$ cat config.mk
export PLATFORM = sky130hd
export DESIGN_NAME = fp_seq_control
export DESIGN_NICKNAME = d
export VERILOG_FILES = /design/src/rtl/fp_seq_control.sv
export SDC_FILE = /design/constraint.sdc
export NUM_CORES = 1
export LEC_CHECK = 0
export CORE_ASPECT_RATIO = 0.6
export CORE_UTILIZATION = 41
export CTS_CLUSTER_SIZE = 30
export DETAILED_ROUTE_END_ITERATION = 12
export GPL_TIMING_DRIVEN = 0
export HOLD_SLACK_MARGIN = 0.15
export PLACE_DENSITY = 0.74
export SYNTH_ARGS = -nofsm -noshare
export SYNTH_HDL_FRONTEND = slang
export SYNTH_SLANG_ARGS = --single-unit
$ cat constraint.sdc
create_clock -name clk -period 1.5 [get_ports clk]
set_input_delay 0.225 -clock clk [delete_from_list [all_inputs] [get_ports clk]]
set_output_delay 0.225 -clock clk [all_outputs]
set_load 0.02 [all_outputs]
$ cat src/rtl/fp_seq_control.sv
// Sequencer for a multi-cycle FP unit: decodes funct7, times execution, issues one writeback.
// Optional build macro FP_SEQ_FLUSH_EN adds a flush input that abandons EXEC/WB without writing.
module fp_seq_control #(
  parameter int ADD_LAT  = 2,
  parameter int MUL_LAT  = 3,
  parameter int DIV_LAT  = 10,
  parameter int SQRT_LAT = 12
) (
  input  logic       clk,
  input  logic       rst,
`ifdef FP_SEQ_FLUSH_EN
  input  logic       flush,
`endif
  input  logic       valid_in,
  input  logic [6:0] op,
  input  logic [6:0] funct7,
  output logic       stall,
  output logic       fp_start,
  output logic [3:0] FP_alu_op,
  output logic       FP_reg_we,
  output logic       Reg_Write,
  output logic       done,
  output logic       illegal,
  output logic [1:0] dbg_state_o
);

  localparam logic [6:0] OP_FP = 7'b1010011;
  localparam int MAX_AM  = (ADD_LAT > MUL_LAT) ? ADD_LAT : MUL_LAT;
  localparam int MAX_DS  = (DIV_LAT > SQRT_LAT) ? DIV_LAT : SQRT_LAT;
  localparam int MAX_LAT = (MAX_AM > MAX_DS) ? MAX_AM : MAX_DS;
  localparam int CW      = $clog2(MAX_LAT + 1);

  // The counter is loaded with LAT-1 so that EXEC lasts exactly LAT cycles.
  localparam logic [CW-1:0] ADD_M1  = CW'(ADD_LAT - 1);
  localparam logic [CW-1:0] MUL_M1  = CW'(MUL_LAT - 1);
  localparam logic [CW-1:0] DIV_M1  = CW'(DIV_LAT - 1);
  localparam logic [CW-1:0] SQRT_M1 = CW'(SQRT_LAT - 1);
  localparam logic [CW-1:0] ONE_M1  = '0;

  typedef enum logic [1:0] {IDLE = 2'd0, EXEC = 2'd1, WB = 2'd2} state_t;

  state_t          state_q;
  logic [CW-1:0]   cnt_q;
  logic [3:0]      alu_op_q;
  logic            stall_q, fp_start_q, fp_we_q, int_we_q, done_q, illegal_q;

  logic            fp_instr;
  logic            dec_legal;
  logic [3:0]      dec_code;
  logic [CW-1:0]   dec_lat_m1;
  logic            wr_int;

  assign fp_instr = valid_in && (op == OP_FP);

  always_comb begin
    dec_legal  = 1'b1;
    dec_code   = 4'd0;
    dec_lat_m1 = ADD_M1;
    case (funct7)
      7'b0000000: begin dec_code = 4'd0;  dec_lat_m1 = ADD_M1;  end
      7'b0000100: begin dec_code = 4'd1;  dec_lat_m1 = ADD_M1;  end
      7'b0001000: begin dec_code = 4'd2;  dec_lat_m1 = MUL_M1;  end
      7'b0001100: begin dec_code = 4'd3;  dec_lat_m1 = DIV_M1;  end
      7'b0101100: begin dec_code = 4'd4;  dec_lat_m1 = SQRT_M1; end
      7'b0010000: begin dec_code = 4'd5;  dec_lat_m1 = ONE_M1;  end
      7'b0010100: begin dec_code = 4'd6;  dec_lat_m1 = ONE_M1;  end
      7'b1010000: begin dec_code = 4'd7;  dec_lat_m1 = ONE_M1;  end
      7'b1100000: begin dec_code = 4'd8;  dec_lat_m1 = ONE_M1;  end
      7'b1101000: begin dec_code = 4'd9;  dec_lat_m1 = ONE_M1;  end
      7'b1110000: begin dec_code = 4'd10; dec_lat_m1 = ONE_M1;  end
      7'b1111000: begin dec_code = 4'd11; dec_lat_m1 = ONE_M1;  end
      default:    dec_legal = 1'b0;
    endcase
  end

  // Compares, classify and moves to integer land write the integer register file.
  assign wr_int = (alu_op_q == 4'd7) || (alu_op_q == 4'd8) || (alu_op_q == 4'd10);

  always_ff @(posedge clk or posedge rst) begin
    if (rst) begin
      state_q    <= IDLE;
      cnt_q      <= '0;
      alu_op_q   <= 4'd0;
      stall_q    <= 1'b0;
      fp_start_q <= 1'b0;
      fp_we_q    <= 1'b0;
      int_we_q   <= 1'b0;
      done_q     <= 1'b0;
      illegal_q  <= 1'b0;
    end else begin
      fp_start_q <= 1'b0;
      fp_we_q    <= 1'b0;
      int_we_q   <= 1'b0;
      done_q     <= 1'b0;
      illegal_q  <= 1'b0;
      case (state_q)
        IDLE, WB: begin
          if (fp_instr && dec_legal) begin
            state_q    <= EXEC;
            alu_op_q   <= dec_code;
            cnt_q      <= dec_lat_m1;
            fp_start_q <= 1'b1;
            stall_q    <= 1'b1;
          end else begin
            state_q   <= IDLE;
            stall_q   <= 1'b0;
            illegal_q <= fp_instr;
          end
        end
        EXEC: begin
          if (cnt_q == '0) begin
            state_q  <= WB;
            stall_q  <= 1'b0;
            done_q   <= 1'b1;
            int_we_q <= wr_int;
            fp_we_q  <= !wr_int;
          end else begin
            cnt_q <= cnt_q - CW'(1);
          end
        end
        default: begin
          state_q <= IDLE;
          stall_q <= 1'b0;
        end
      endcase
`ifdef FP_SEQ_FLUSH_EN
      // Flush wins over both completion and a new acceptance.
      if (flush && (state_q != IDLE)) begin
        state_q    <= IDLE;
        cnt_q      <= '0;
        stall_q    <= 1'b0;
        fp_start_q <= 1'b0;
        fp_we_q    <= 1'b0;
        int_we_q   <= 1'b0;
        done_q     <= 1'b0;
        illegal_q  <= 1'b0;
      end
`endif
    end
  end

  assign stall       = stall_q;
  assign fp_start    = fp_start_q;
  assign FP_alu_op   = alu_op_q;
  assign FP_reg_we   = fp_we_q;
  assign Reg_Write   = int_we_q;
  assign done        = done_q;
  assign illegal     = illegal_q;
  assign dbg_state_o = state_q;

endmodule

### Yosys cells after proc, flatten, opt, wreduce, memory -nomap -nowiden

Cells that the tools add are included.
Widths: inputs -> output; s select.

| storage, ports and cells | value |
|---|---|
| word-level logic and storage cells | 65 |
| input bits | 17 |
| output and inout bits | 12 |
| bits in registers | 16 |

| cells by class | value |
|---|---|
| eq/ne operators | 20 |
| add/sub/neg operators | 1 |
| reduce and logical (&&, ||, !) cells | 14 |
| multiplexer cells | 21 |

Operators by type and width:

| operator | count |
|---|---|
| $pmux 4 s11 | 1 |
| $eq 7x7->1 const B | 6 |
| $pmux 4 s4 | 1 |
| $eq 7x4->1 const B | 2 |
| $eq 7x5->1 const B | 2 |
| $mux 1 | 13 |
| $reduce_or 12->1 | 1 |
| $eq 4x4->1 const B | 2 |
| $mux 4 | 2 |
| $pmux 4 s2 | 1 |
| $eq 7x3->1 const B | 1 |
| $eq 7x6->1 const B | 1 |
| $logic_not 7->1 | 1 |
| $reduce_or 7->1 | 1 |
| $ne 2x2->1 const B | 3 |
| $eq 4x3->1 const B | 1 |
| $logic_not 4->1 | 1 |
| $pmux 2 s2 | 1 |
| $sub 4x1->4 const B | 1 |
| $reduce_and 3->1 | 1 |
| $eq 2x1->1 const B | 1 |
| $eq 2x2->1 const B | 1 |
| $logic_and 1x1->1 | 2 |
| $logic_not 2->1 | 1 |
| 7 further kinds | 8 |

### Longest topological paths before layout

Gate-level depths: netlist of run 1.

| logic depth | value |
|---|---|
| word-level depth | 6 |
| depth in mapped cells | 6 |
| gate-level depth less buffers | 6 |

### Least setup slack after synthesis of run 1

Ideal clock, no wire load.

| timing path | value |
|---|---|
| path type | register to register |
| from | register state_q[0], in the netlist dbg_state_o[0] |
| to | register cnt_q[0] |
| buffers on the path | 0 |
| arrival | 1.525 ns |
| stages on the path, launching flop included | 5 |
| required time | 1.375 ns |
| library setup time | 0.125 ns |
| period minus slack after synthesis | 1.650 ns |
| setup slack | -0.150 ns |
| cell sequence | dfrtp_1 nand3b_1 nor4_2 a21oi_4 mux2_4 |

| between the ends | value |
|---|---|
| longest elaborated chain between the ends | 4 |
| elaborated cells between the ends (all ways) | 9 |
| classes of those cells | eq/ne (4); mux (1); reduce/logical (4) |

RTL lines:

| what | RTL line | source |
|---|---|---|
| start, declared | 42 | `state_t state_q;` |
| start signal, assigned | 81 | `state_q <= IDLE;` |
| start signal, assigned | 99 | `state_q <= EXEC;` |
| start signal, assigned | 105 | `state_q <= IDLE;` |
| $eq 2x2->1 / $logic_not 2->1 (equally long branches) | 96 | `case (state_q)` |
| $reduce_or 2->1 | 96 |  |
| $ne 2x2->1 (no source line) / $reduce_bool 2->1 (equally long branches) | n/a |  |
| $reduce_and 3->1 (no source line) | n/a |  |
| end signal, assigned | 101 | `cnt_q <= dec_lat_m1;` |
| end signal, assigned | 118 | `cnt_q <= cnt_q - CW'(1);` |
| end, declared | 43 | `logic [CW-1:0] cnt_q;` |

Several ways; a longest one is shown, not always the timed one.
A chain may end at the register's enable or synchronous reset.

### Worst setup path after layout of run 1

| timing path | value |
|---|---|
| from | input funct7[2] |
| to | register cnt_q[0] |

| between the ends | value |
|---|---|
| longest elaborated chain between the ends | 6 |
| elaborated cells between the ends (all ways) | 21 |
| classes of those cells | eq/ne (12); mux (4); reduce/logical (5) |

RTL lines:

| what | RTL line | source |
|---|---|---|
| start, declared | 16 | `input logic [6:0] funct7,` |
| $eq 7x7->1 (tied with other cells) | 59 | `case (funct7)` |
| $reduce_or 12->1 (no source line) | n/a |  |
| $mux 1 | 59 |  |
| $logic_and 1x1->1 | 98 | `if (fp_instr && dec_legal) begin` |
| $ne 2x2->1 (no source line) | n/a |  |
| $reduce_and 3->1 (no source line) | n/a |  |

Several ways; a longest one is shown, not always the timed one. The select of a mux whose other input is x is not followed.

==> flow_summary.json, run 1 <==
{
  "status": "complete, but fails checks",
  "violations": "setup timing",
  "start_util": 0.4446,
  "critPathKind": "primary input to flop",
  "synth_cells": 92,
  "grt_use_met2": 0.3634,
  "place_area_mm2": 0.001296,
  "insertion_delay_ns": 0.24,
  "cp_max_fo": 4,
  "drt_iter0_drc": 12,
  "max_stage_delay_ns": 0.51,
  "post_route_cells_drive_above_1_share": 0.3636,
  "vias": 865,
  "p_leak_nw": 0.6958,
  "cts.sinks": 15,
  "synth_edf_count": 0,
  "cts_tree": "built",
  "clock_path_buffers": 2,
  "yosysWarnings": 0,
  "clock_power_share": 0.282,
  "slew-limit-headroom": 0.6300,
  "antenna_found_initial": 0,
  "seq_area_frac_synth": 0.3817,
  "swShare": 0.2930,
  "cts_hold_buffers": 0,
  "grt_max_degree": 16,
  "grt_setup_unrepaired": "true",
  "vias_per_cell": 5.340,
  "r2r-start": "cnt_q[1]$_DFFE_PP0P_",
  "comb_power_share": 0.284,
  "syn-num-nets": 110,
  "fp.coreArea_mm2": 0.002212,
  "min_period_ns": 1.565,
  "hold_viol": 0,
  "drc": 0,
  "dp_hpwl_um": 1619,
  "power_switching_mw": 0.3334,
  "h-tree-depth": 1,
  "row_count": 13,
  "die_w_um": 65.23,
  "gp_congestion": 0.8647,
  "ys_types": 43,
  "clk_pin_slew_ns": 0.06,
  "top_usage_layer": "met2",
  "timing.final.crit_share": 1.043,
  "grt_pass1_wl_um": 3988,
  "max-cap-violations": 0,
  "startpoint": "funct7[2]",
  "async_flop_share": 1.000,
  "dieArea_mm2": 0.002605,
  "cp_cell_sequence": "buf_6, buf_6, and4bb_2, o41a_4, a21oi_4, mux2_4",
  "ys_ff_latch": 15,
  "synth.cell_area_um2": 983.4,
  "avgRoutedWirePerCell_um": 15.40,
  "cpMaxStageDelayCell": "o41a_4",
  "start_kind": "primary input",
  "final_nets": 151,
  "slew_violations": 0,
  "die_h_um": 39.94,
  "synth_ff_type": "dfrtp_1",
  "pwr-share-seq": 0.434,
  "grt_overflow": 0,
  "worstMarginPinSlew_ns": 0.5544,
  "synthToLayoutAreaGrowth_pct": 50.13,
  "fmax_ghz": 0.6391,
  "io_pins": 29,
  "holdWs_ns": 0.3287,
  "p_int_mw": 0.8047,
  "clock_skew_ns": 0.004485,
  "min_path_type": "primary input to asynchronous set/reset pin",
  "worstPathRequired_ns": 1.63,
  "track_usage": 0.2152,
  "layout_setup_ws_ns": -0.06468,
  "diodes": 0,
  "grt_util_met3": 0.07386,
  "synth.avg_cell_area_um2": 10.69,
  "setup_violations": 2,
  "finalInstanceArea_mm2": 0.001476,
  "peakVddDrop_mv": 0.8268,
  "cpMostUsedCell": "buf_6",
  "ant_nets": 0,
  "grt_use_met1": 0.2644,
  "cts_buffers": 3,
  "powerDensity_mw_per_mm2": 770.9,
  "grt_pass1_vias": 860,
  "end_kind": "flop",
  "routed_wl_um": 2494,
  "dr.pass1.iters": 4,
  "port_buffers": 26,
  "crit_arrival_ns": 1.69,
  "clockRootBuffer": "clkbuf_8"
}
-- per-stage QoR --
step	power (mW)	util	cells	setup slack, ns	setup TNS, ns
floorplan	0.6579	-	92	-0.1103	-0.3781
global placement	0.7373	0.5860	148	-0.6700	-5.308
detailed placement	0.7479	0.5860	148	-0.6692	-5.617
CTS	1.133	0.6544	161	-0.04769	-0.1069
global route	1.197	0.6674	162	-0.08838	-0.1710
finish	1.138	0.6674	162	-0.06468	-0.1242
-- path summary, 6_finish.rpt --
check                      slack (ns)                         end  depth (start not counted)
min in group clk                 0.38          fp_start$_DFF_PP0_                          4
max reg2reg                     -0.03        cnt_q[0]$_DFFE_PP0P_                          6
max                             -0.06        cnt_q[0]$_DFFE_PP0P_                          6
min                              0.33           illegal$_DFF_PP0_                          2
max in group asynchronous        0.77  dbg_state_o[0]$_DFFE_PP0P_                          2
min reg2reg                      0.55          fp_start$_DFF_PP0_                          1
-- layout by cell type, fill, tap and decap left out, types with 2 or more instances in the layout --
cell | netlist | routed
nand2b_1 | 3 | 3
nand2_1 | 3 | 3
a21oi_1 | 2 | 2
mux2_4 | 2 | 4
clkdlybuf4s50_1 | 0 | 10
dlygate4sd2_1 | 0 | 2
nand4b_1 | 2 | 2
inv_1 | 9 | 7
and2_1 | 5 | 5
nand4_1 | 2 | 2
inv_2 | 0 | 2
clkbuf_2 | 0 | 4
o21ai_0 | 4 | 4
xnor2_1 | 2 | 2
nor3_1 | 3 | 3
nor2b_1 | 2 | 2
nor4_4 | 1 | 3
buf_6 | 2 | 4
buf_4 | 1 | 10
dlymetal6s2s_1 | 0 | 6
dfrtp_1 | 15 | 14
clkbuf_8 | 0 | 3
-- Yosys cell counts (2+ instances only) --
cell type  instances  area share
a211oi_1           2       0.015
a21oi_1            2       0.010
and2_1             5       0.032
buf_6              2       0.023
dfrtp_1           15        0.38
inv_1              9       0.034
mux2_2             2       0.023
mux2_4             2       0.031
nand2_1            3       0.011
nand2b_1           3       0.019
nand3_1            2       0.010
nand4_1            2       0.013
nand4b_1           2       0.018
nor2_1             3       0.011
nor2b_1            2       0.013
nor3_1             3       0.015
nor3b_1            2       0.015
nor4_2             2       0.025
o21ai_0            4       0.020
xnor2_1            2       0.018
-- state kept, by name, summed over array words and instances, names as in the netlist --
| signal | count |
|---|---|
| FP_alu_op | 4 |
| fp_start | 1 |
| Reg_Write | 1 |
| illegal | 1 |
| done | 1 |
| cnt_q | 4 |
| FP_reg_we | 1 |
| dbg_state_o | 2 |
-- timing repair --
action                     4_1_cts  5_1_grt
setup endpoints to repair       13        7
gates resized for setup         37       19
pin swaps                       10        6
setup buffers                    9        1
-- area by class of cell --
class / instances / area [um^2]
fillers: 181 / 735.7
multi-input cells: 64 / 613.1
flip-flops and latches: 15 / 376.6
repair buffers: 36 / 325.3
clock buffers: 4 / 45.04
plain buffers: 4 / 45.04
well taps: 30 / 37.54
inverters: 9 / 33.78
-- power groups by stage --
stage          Combinational [mW]  Clock [mW]  Sequential (mW)
5_1_grt                     0.351       0.346            0.500
3_3_place_gp                0.257           0            0.480
3_5_place_dp                0.264           0            0.484
4_1_cts                     0.315       0.327            0.491
6_report                    0.323       0.321            0.494
2_1_floorplan               0.181           0            0.477
-- kinds of logic (layout without fill, tap and decap cells) --
| kind of cell | after synthesis | in the layout | synth area share |
|---|---|---|---|
| mux | 4 | 4 | 0.05343 |
| buf+inv | 13 | 53 | 0.06997 |
| flops | 15 | 15 | 0.3817 |
| simple gates | 38 | 38 | 0.2964 |
| xor+xnor | 2 | 2 | 0.01781 |
| compound gates | 19 | 19 | 0.1680 |
| fa+ha+maj | 1 | 1 | 0.01272 |
-- per-layer routing --
layer / share of wire / vias to the layer above
li1: - / 420
met1: 0.47 / 417
met2: 0.47 / 26
met3: 0.057 / 2
met4: 0.0020 / 0
met5: 0 / -
-- worst max-delay path, delay by kind of cell --
kind	cells	cell delay, ns
buffers and inverters	2	0.22
and+or+nand+nor	1	0.25
AOI/OAI and AO/OA	2	0.69
muxes	1	0.31
Note: power is estimated with default switching activity, not from simulation.
==> run 2, diff against run 1 <==
Settings changed: GPL_TIMING_DRIVEN 0 to unset.
==> run 2 against run 1 <==
Net effect:
- routed wire length increased by 26%
- global-route usage up 1.7 points
- clock skew down 0.0037 ns
- sequential cell count unchanged
- largest power group unchanged
- the run still ends with setup timing left
- worst hold slack improved by 0.0012 ns
- sequential power shrank 2%
- total power grew 11%
- via count is 15% higher
- critical endpoint unchanged
- combinational power increased by 40%
- register-to-register slack improved by 0.02 ns
- worst setup slack improved by 0.051 ns
- maximum frequency rose by 3.4%
==> flow_summary.json, run 2 (same netlist as run 1, synthesis figures left out) <==
{
  "antenna_found_initial": 0,
  "io_pins": 29,
  "final_cell_mix": "buf_4 (36), dfrtp_1 (15), clkdlybuf4s50_1 (12)",
  "fin_util": 0.7579,
  "h-tree-depth": 1,
  "timing.final.crit_share": 1.009,
  "drt_iter0_drc": 30,
  "hold_viol": 0,
  "min_period_ns": 1.513,
  "grt_pass1_vias": 917,
  "drc": 0,
  "path_delay_family": "flip-flops",
  "layout_setup_ws_ns": -0.01343,
  "cts_buffers": 3,
  "grt_setup_unrepaired": "true",
  "post_route_cells_drive_above_1_share": 0.4465,
  "critPathKind": "flop to flop",
  "worstPathRequired_ns": 1.64,
  "powerDensity_mw_per_mm2": 754.9,
  "slew-limit-headroom": 0.6353,
  "avgRoutedWirePerCell_um": 16.64,
  "gp_congestion": 0.8214,
  "grt_pass1_wl_um": 4298,
  "peakVddDrop_mv": 0.5278,
  "crit_arrival_ns": 1.65,
  "start_util": 0.4446,
  "port_buffers": 28,
  "final_common_cell": "buf_4",
  "cpMaxStageDelayCell": "dfrtp_1",
  "worstMarginPinSlew_ns": 0.5464,
  "grt_overflow": 0,
  "cp_cell_sequence": "inv_1, ha_4, nor3b_4, nor2_4, a21oi_4, mux2_4",
  "violations": "setup timing",
  "final_nets": 178,
  "cp_max_fo": 3,
  "clk_pin_slew_ns": 0.06,
  "setup_violations": 2,
  "ant_nets": 0,
  "slew_violations": 0,
  "track_usage": 0.2327,
  "max-cap-violations": 0,
  "routed_wl_um": 3145,
  "fp.coreArea_mm2": 0.002212,
  "min_path_type": "primary input to asynchronous set/reset pin",
  "vias": 998,
  "end_kind": "flop",
  "die_w_um": 65.23,
  "dieArea_mm2": 0.002605,
  "grt_max_degree": 16,
  "vias_per_cell": 5.280,
  "fmax_ghz": 0.6608,
  "max_stage_delay_ns": 0.37,
  "dr.pass1.iters": 4,
  "cts_tree": "built",
  "diodes": 0,
  "clock_path_buffers": 2,
  "status": "complete, but fails checks",
  "insertion_delay_ns": 0.25,
  "p_leak_nw": 0.8162,
  "dp_hpwl_um": 2076,
  "clockRootBuffer": "clkbuf_8",
  "preCtsSetupSlack_ns": -0.6992,
  "clock_skew_ns": 0.0007409,
  "start_kind": "flop",
  "synthToLayoutAreaGrowth_pct": 70.48,
  "row_count": 13,
  "cts.sinks": 15,
  "path_buf_inv": 1,
  "die_h_um": 39.94
}
==> run 2: cell count changes in the layout (fill, tap and decap cells not counted), moves of 2 or more <==
cell,previous run,this run
clkbuf_2,4,2
clkdlybuf4s50_1,10,12
clkdlybuf4s15_1,1,3
buf_4,10,36
buf_2,1,3
==> run 2: cell type report <==
cell class	instances	area [um^2]
clock buffer	3	41.29
timing repair buffer	67	570.5
fill	151	535.5
multi-input combinational	64	613.1
tap	30	37.54
inverter	9	33.78
clock inverter	1	5.005
sequential	15	375.4
==> run 2: per-layer routing <==
| metal | vias up | GRT usage | routed length (um) |
|---|---|---|---|
| li1 | 474 | - | - |
| met1 | 476 | 0.3135 | 1343 |
| met2 | 39 | 0.3943 | 1501 |
| met3 | 9 | 0.05966 | 237 |
| met4 | 0 | 0.03261 | 63 |
| met5 | - | 0 | 0 |
==> run 2: power breakdown <==
| part | switching, mW | internal, mW | total, mW |
|---|---|---|---|
| logic | 0.189 | 0.262 | 0.451 |
| registers | 0.0431 | 0.440 | 0.483 |
| clock network | 0.147 | 0.184 | 0.331 |
| total | 0.379 | 0.886 | 1.27 |
==> run 2: worst register-to-register path, delay by kind of cell, from the launching register on <==
| family | cells | cell delay, ns |
|---|---|---|
| AOI/OAI and AO/OA | 1 | 0.17 |
| adders and majority gates | 1 | 0.14 |
| buffers and inverters | 1 | 0.10 |
| DFF | 1 | 0.37 |
| muxes | 1 | 0.32 |
| and+or+nand+nor | 2 | 0.31 |
==> run 2: timing repair <==
item,in CTS,in global routing
gates cloned,0,0
pin swaps,9,9
hold endpoints to repair,0,0
hold buffers,0,0
setup buffers,8,3
gates resized for setup,36,20
setup endpoints to repair,13,11
==> run 2: path summary, 6_finish.rpt <==
check	startpoint	end	slack (ns)	depth (start not counted)
max	cnt_q[1]$_DFFE_PP0P_	cnt_q[0]$_DFFE_PP0P_	-0.01	6
min	rst	FP_alu_op[1]$_DFFE_PP0P_	0.33	2
max reg2reg	cnt_q[1]$_DFFE_PP0P_	cnt_q[0]$_DFFE_PP0P_	-0.01	6
min reg2reg	FP_alu_op[1]$_DFFE_PP0P_	FP_alu_op[1]$_DFFE_PP0P_	0.57	1
max in group asynchronous	rst	cnt_q[2]$_DFFE_PP0P_	0.81	2
min in group clk	op[2]	fp_start$_DFF_PP0_	0.33	3
==> run 2: through the flow <==
step	instances	hold slack, ns	total power, mW	setup TNS (ns)	cell area, um^2
final	189	0.3299	1.266	-0.02070	1677
after CTS	186	0.3493	1.214	-0.1175	1609
after floorplan	92	0.1265	0.6579	-0.3781	998.5
after global placement	174	0.5331	0.8402	-4.792	1485
after detailed placement	174	0.5558	0.8588	-5.575	1485
after global routing	189	0.3455	1.330	-0.2232	1677
==> run 3, diff against run 2 <==
Settings changed: SKIP_LAST_GASP set to 1.
==> results of run 3 <==
Final layout, timing and power as in run 2 (identical DEF).
